**src/rtl/systolic_feeder.sv**
```systemverilog
// Operand feeder for a DIM x DIM systolic PE grid.
// Holds matrices A and B, then streams them as skewed row/column lanes
// so that A[i][k] and B[k][j] meet at PE(i,j) on the same cycle.
module systolic_feeder #(
    parameter int DATA_WIDTH = 8,
    parameter int DIM        = 4,
    parameter int IDX_WIDTH  = 3
) (
    input  logic                        clk_i,
    input  logic                        rst_ni,
    input  logic                        wr_en_i,
    input  logic                        wr_sel_i,
    input  logic [IDX_WIDTH-1:0]        wr_row_i,
    input  logic [IDX_WIDTH-1:0]        wr_col_i,
    input  logic [DATA_WIDTH-1:0]       wr_data_i,
    input  logic                        go_i,
    input  logic                        clear_i,
    output logic [DIM*DATA_WIDTH-1:0]   a_o,
    output logic [DIM*DATA_WIDTH-1:0]   b_o,
    output logic                        start_o,
    output logic                        busy_o,
    output logic                        done_o
);

    localparam int unsigned LANES_W = DIM * DATA_WIDTH;
    localparam int unsigned T_LAST  = 3 * DIM - 3;
    localparam int unsigned T_W     = $clog2(3 * DIM - 1);

    typedef enum logic [1:0] {
        S_IDLE   = 2'd0,
        S_STREAM = 2'd1,
        S_DONE   = 2'd2
    } state_t;

    state_t state_q, state_d;
    logic [T_W-1:0] t_q, t_d;

    logic [DATA_WIDTH-1:0] mem_a [DIM][DIM];
    logic [DATA_WIDTH-1:0] mem_b [DIM][DIM];

    logic               wr_ok;
    logic [LANES_W-1:0] a_d;
    logic [LANES_W-1:0] b_d;
    logic               start_d;
    logic               busy_d;
    logic               done_d;

    // Writes land only in IDLE; a same-edge go wins and the write is lost.
    assign wr_ok = (state_q == S_IDLE) && wr_en_i && !go_i;

    // State and step counter register.
    always_ff @(posedge clk_i or negedge rst_ni) begin
        if (!rst_ni) begin
            state_q <= S_IDLE;
            t_q     <= '0;
        end else begin
            state_q <= state_d;
            t_q     <= t_d;
        end
    end

    // Next-state and step counter logic.
    always_comb begin
        state_d = state_q;
        t_d     = t_q;
        case (state_q)
            S_IDLE: begin
                if (go_i) begin
                    state_d = S_STREAM;
                    t_d     = '0;
                end
            end
            S_STREAM: begin
                if (t_q == T_W'(T_LAST)) begin
                    state_d = S_DONE;
                    t_d     = '0;
                end else begin
                    t_d = t_q + T_W'(1);
                end
            end
            S_DONE: begin
                if (clear_i) begin
                    state_d = S_IDLE;
                end
            end
            default: begin
                state_d = S_IDLE;
                t_d     = '0;
            end
        endcase
    end

    // Output values for the coming cycle, derived from the next state and step.
    always_comb begin
        a_d     = '0;
        b_d     = '0;
        start_d = (state_d != S_IDLE);
        busy_d  = (state_d == S_STREAM);
        done_d  = (state_d == S_DONE);
        if (state_d == S_STREAM) begin
            for (int i = 0; i < DIM; i++) begin
                for (int k = 0; k < DIM; k++) begin
                    if (int'(t_d) == i + k) begin
                        a_d[i*DATA_WIDTH +: DATA_WIDTH] = mem_a[i][k];
                        b_d[i*DATA_WIDTH +: DATA_WIDTH] = mem_b[k][i];
                    end
                end
            end
        end
    end

    // Registered outputs.
    always_ff @(posedge clk_i or negedge rst_ni) begin
        if (!rst_ni) begin
            a_o     <= '0;
            b_o     <= '0;
            start_o <= 1'b0;
            busy_o  <= 1'b0;
            done_o  <= 1'b0;
        end else begin
            a_o     <= a_d;
            b_o     <= b_d;
            start_o <= start_d;
            busy_o  <= busy_d;
            done_o  <= done_d;
        end
    end

    // Operand storage; out-of-range indices match no entry and are dropped.
    always_ff @(posedge clk_i or negedge rst_ni) begin
        if (!rst_ni) begin
            for (int r = 0; r < DIM; r++) begin
                for (int c = 0; c < DIM; c++) begin
                    mem_a[r][c] <= '0;
                    mem_b[r][c] <= '0;
                end
            end
        end else if (wr_ok) begin
            for (int r = 0; r < DIM; r++) begin
                for (int c = 0; c < DIM; c++) begin
                    if (wr_row_i == IDX_WIDTH'(r) && wr_col_i == IDX_WIDTH'(c)) begin
                        if (!wr_sel_i) begin
                            mem_a[r][c] <= wr_data_i;
                        end else begin
                            mem_b[r][c] <= wr_data_i;
                        end
                    end
                end
            end
        end
    end

endmodule

```
**config.mk**
```make
export PLATFORM = sky130hd
export DESIGN_NAME = systolic_feeder
export DESIGN_NICKNAME = d
export VERILOG_FILES = /design/src/rtl/systolic_feeder.sv
export SDC_FILE = /design/constraint.sdc
export NUM_CORES = 1
export LEC_CHECK = 0
export ABC_AREA = 1
export BUFFER_PORTS_ARGS = -buffer_cell sky130_fd_sc_hd__buf_4
export CAP_MARGIN = 40
export CORE_ASPECT_RATIO = 0.7
export CORE_MARGIN = 3
export CORE_UTILIZATION = 61
export DETAILED_ROUTE_END_ITERATION = 12
export GPL_TIMING_DRIVEN = 1
export HOLD_SLACK_MARGIN = 0.03
export PLACE_DENSITY = 0.92
export SLEW_MARGIN = 20
export SYNTH_ARGS = -nofsm -noshare
export SYNTH_HDL_FRONTEND = slang
export SYNTH_SLANG_ARGS = --single-unit
```
**constraint.sdc**
```tcl
create_clock -name clk_i -period 2.3 [get_ports clk_i]
set_input_delay 0.23 -clock clk_i [delete_from_list [all_inputs] [get_ports clk_i]]
set_output_delay 0.23 -clock clk_i [all_outputs]
set_load 0.02 [all_outputs]
```
==> results.py <==
metrics = {
    "grt": {
        "grt_use_met3_pct": 6.51,
        "grt_max_degree": 65,
        "grt_first_pass_wirelength_mm": 60.7,
        "grt_pass1_vias": 11800,
        "grt_overflow": 0,
        "met2_usage_pct": 47.5,
        "busiest_layer": "met2",
        "grt_use_total_pct": 29.9,
        "grtUsageMet1_pct": 41.7,
        "antenna_found_initial": 0,
    },
    "logic_synthesis": {
        "synth.avg_cell_area_um2": 8.67,
        "ys_warn_count": 0,
        "synth_top_area_cell": "dfrtp_1",
        "syn_area_um2": 14000,
        "synth_top_family_by_area": "simple AND/OR/NAND/NOR gates",
        "synthXorXnorAreaFrac_pct": 0.0624,
        "netlist-cell-type-count": 29,
        "synthMuxAreaShare_pct": 0,
        "synth_top_cells_by_count": "nand2_1, dfrtp_1, o21ai_0",
        "ys_seq_area_share_pct": 58.7,
        "synth-compound-area-share_pct": 11.2,
        "syn_nets": 1640,
        "syn-instance-count": 1618,
        "synthFlopType": "dfrtp_1",
        "netlist.area_leader.share_pct": 58.7,
        "synth.most_common_cell": "nand2_1",
        "async_reset_ff_share_pct": 100,
        "yosys-top-cells-area": "dfrtp_1, nand2_1, o21ai_0, nand3_1, nor2_1",
        "synth_edf_count": 0,
        "ys_ff_latch": 329,
        "synthSimpleGateAreaFrac_pct": 24.8,
        "synth_fa_ha_area_share_pct": 0.178,
    },
    "placed_design": {
        "gp_congestion": 0.837,
        "dpl.hpwl_mm": 22.3,
        "port_buffers": 86,
        "post-place-cells": 1940,
    },
    "power_and_ir_drop": {
        "peakVddDrop_v": 0.000900,
        "p_per_area_nw_per_um2": 1230,
        "power.leakage_nw": 8.20,
    },
    "clock_network": {
        "cts_root_buf": "clkbuf_16",
        "clock_path_buffers": 3,
        "cts.sinks": 329,
        "clk-insertion-delay-late_ns": 0.56,
        "h-tree-depth": 1,
        "cts_buffers": 30,
        "clk_pin_slew_ns": 0.06,
        "cts_tree": "done",
    },
    "timing": {
        "rsz0062_at_grt": "yes",
        "setup_violations": 0,
        "fin_crit_sh_pct": 98.2,
        "hold_violations": 0,
        "tightestPinTransition_ns": 0.566,
        "min_period_ns": 2.26,
        "slew_violations": 0,
        "max_freq_mhz": 443,
        "slew_headroom_pct": 62.2,
        "fin_skew_ns": 0.00937,
    },
    "cells_and_area": {
        "area_delta_synth_final_pct": 15.4,
        "fillers": 1458,
        "fin_cells": 2005,
        "diodes": 0,
        "multi_input_area_um2": 5150,
        "fin_util_pct": 73.2,
        "seqCellArea_um2": 8230,
        "drive_gt1_share_pct": 13.5,
        "nNetsFinal": 1700,
    },
    "floorplanning": {
        "io_pins": 87,
        "dieArea_um2": 24900,
        "rows": 45,
        "start_util_pct": 63.4,
        "core-area_um2": 22100,
        "die_w_um": 187,
        "dieHeight_um": 133,
    },
    "flow_run": {
        "maxCapViolCount": 0,
    },
    "setup_path": {
        "required_ns": 2.76,
        "startpoint": "t_q[1]$_DFF_PN0_",
        "path_max_fanout": 24,
        "worstSetupPathType": "flop to flop",
        "crit_path_top_delay_cell": "dfrtp_1",
        "end_kind": "flop",
        "crit_path_cell_trace": "inv_1, ha_1, nand2_1, nor2_1, nor2_1, nand3_2, nand2_2, nor2_4, buf_12, buf_12, nand3_1, nand2_1, nor2_1, nor2_1",
        "ff2ff_path_depth": 14,
        "start_kind": "flop",
        "critical_path.max_stage_delay_ns": 0.42,
        "cp_common_cell": "nor2_1",
        "r2r-start": "t_q[1]$_DFF_PN0_",
        "critPathArrivalTime_ns": 2.72,
    },
    "worst_hold_path": {
        "worstHoldStart": "go_i",
        "holdPathStages": 4,
        "min_path_type": "input pin to flop",
    },
    "detailed_routing": {
        "route.detailed.drc": 0,
        "ant_nets": 0,
        "num_vias": 12200,
        "first_iter_violations": 1618,
        "wirelength_mm": 38.4,
        "drt-pass1-iter-count": 6,
        "avgRoutedWirePerCell_um": 19.1,
        "routed_via_density": 6.08,
    },
    "status": {
        "status": "finished, final reports clean",
    },
}
[flip-flops by register name, summed over array words and instances, names as in the netlist]
signal / count
a_o: 32
b_o: 32
busy_o: 1
done_o: 1
mem_a: 128
mem_b: 128
start_o: 1
state_q: 2
t_q: 4
[report_power, final]
group / switching (W) / internal, W / total, W / leakage, nW
combinational: 0.00556 / 0.00275 / 0.00831 / 3.16
sequential: 0.000247 / 0.00632 / 0.00657 / 4.55
clock: 0.00219 / 0.00285 / 0.00504 / 0.484
[critical path, delay by kind of cell, from the launching register on]
family                   cells  cell delay [ns]
flip-flops                   1             0.42
buffers and inverters        3             0.43
AND/OR/NAND/NOR             10             1.11
adder cells (fa/ha/maj)      1             0.18
[cell type report]
| class | count | area share, % |
|---|---|---|
| multi-input combinational | 1136 | 31.8 |
| sequential | 329 | 50.8 |
| timing repair buffer | 135 | 7.72 |
| clock buffer | 43 | 5.38 |
| tap | 305 | 2.36 |
| clock inverter | 11 | 0.719 |
| inverter | 46 | 1.16 |
[cells by family after synthesis]
| group | Yosys count |
|---|---|
| xor+xnor | 1 |
| buf+inv | 154 |
| fa+ha+maj | 2 |
| flops | 329 |
| simple gates | 822 |
| compound gates | 310 |
[layer usage]
metal | vias to the layer above | wire length, um
met2 | 879 | 17200
met3 | 154 | 4700
met4 | 0 | 1420
li1 | 5365 | -
met1 | 5788 | 15100
met5 | - | 0
[what timing repair did]
| item | in CTS | in global routing |
|---|---|---|
| endpoints found under the setup margin | 16 | 53 |
| pin swaps | 1 | 4 |
| buffers inserted | 1 | 5 |
| resized for setup | 1 | 23 |
| hold buffers | 2 | 0 |
| gates cloned | 0 | 3 |
| endpoints found under the hold margin | 58 | 0 |
[cell usage in the layout, fill, tap and decap left out, drive strengths merged]
| cell type | Yosys | final |
|---|---|---|
| a21oi | 1 | 1 |
| buf | 59 | 131 |
| bufinv | 0 | 2 |
| clkbuf | 49 | 45 |
| clkinv | 0 | 6 |
| clkinvlp | 0 | 2 |
| dfrtp | 329 | 329 |
| dlygate4sd3 | 0 | 2 |
| ha | 2 | 2 |
| inv | 46 | 47 |
| nand2 | 494 | 494 |
| nand3 | 147 | 147 |
| nand3b | 17 | 17 |
| nand4 | 1 | 1 |
| nor2 | 162 | 163 |
| o21ai | 307 | 307 |
| o22ai | 2 | 2 |
| or2 | 1 | 1 |
| xnor2 | 1 | 1 |
[stage by stage]
stage / setup slack, ns / area (um2) / total power, W / hold slack, ns / setup TNS (ns)
finish: 0.0425 / 16200 / 0.0199 / 0.0930 / 0
global route: -0.0884 / 16200 / 0.0208 / 0.118 / -2.05
CTS: 0.0338 / 16000 / 0.0190 / 0.0756 / 0
detailed placement: -0.0287 / 15000 / 0.0138 / 0.227 / -0.172
global placement: 0.0987 / 15000 / 0.0137 / 0.219 / 0
floorplan: 0.424 / 14000 / 0.0115 / -0.0656 / 0
[final timing paths]
check	endpoint	slack [ns]
hold reg to reg	mem_a[78]$_DFFE_PN0P_	0.48
max in group asynchronous	mem_a[76]$_DFFE_PN0P_	1.28
min in group asynchronous	mem_b[5]$_DFFE_PN0P_	0.24
setup reg to reg	a_o[2]$_DFF_PN0_	0.04
hold / removal	t_q[0]$_DFF_PN0_	0.09
setup / recovery	a_o[2]$_DFF_PN0_	0.04
Power figures use the tool's default switching activity.
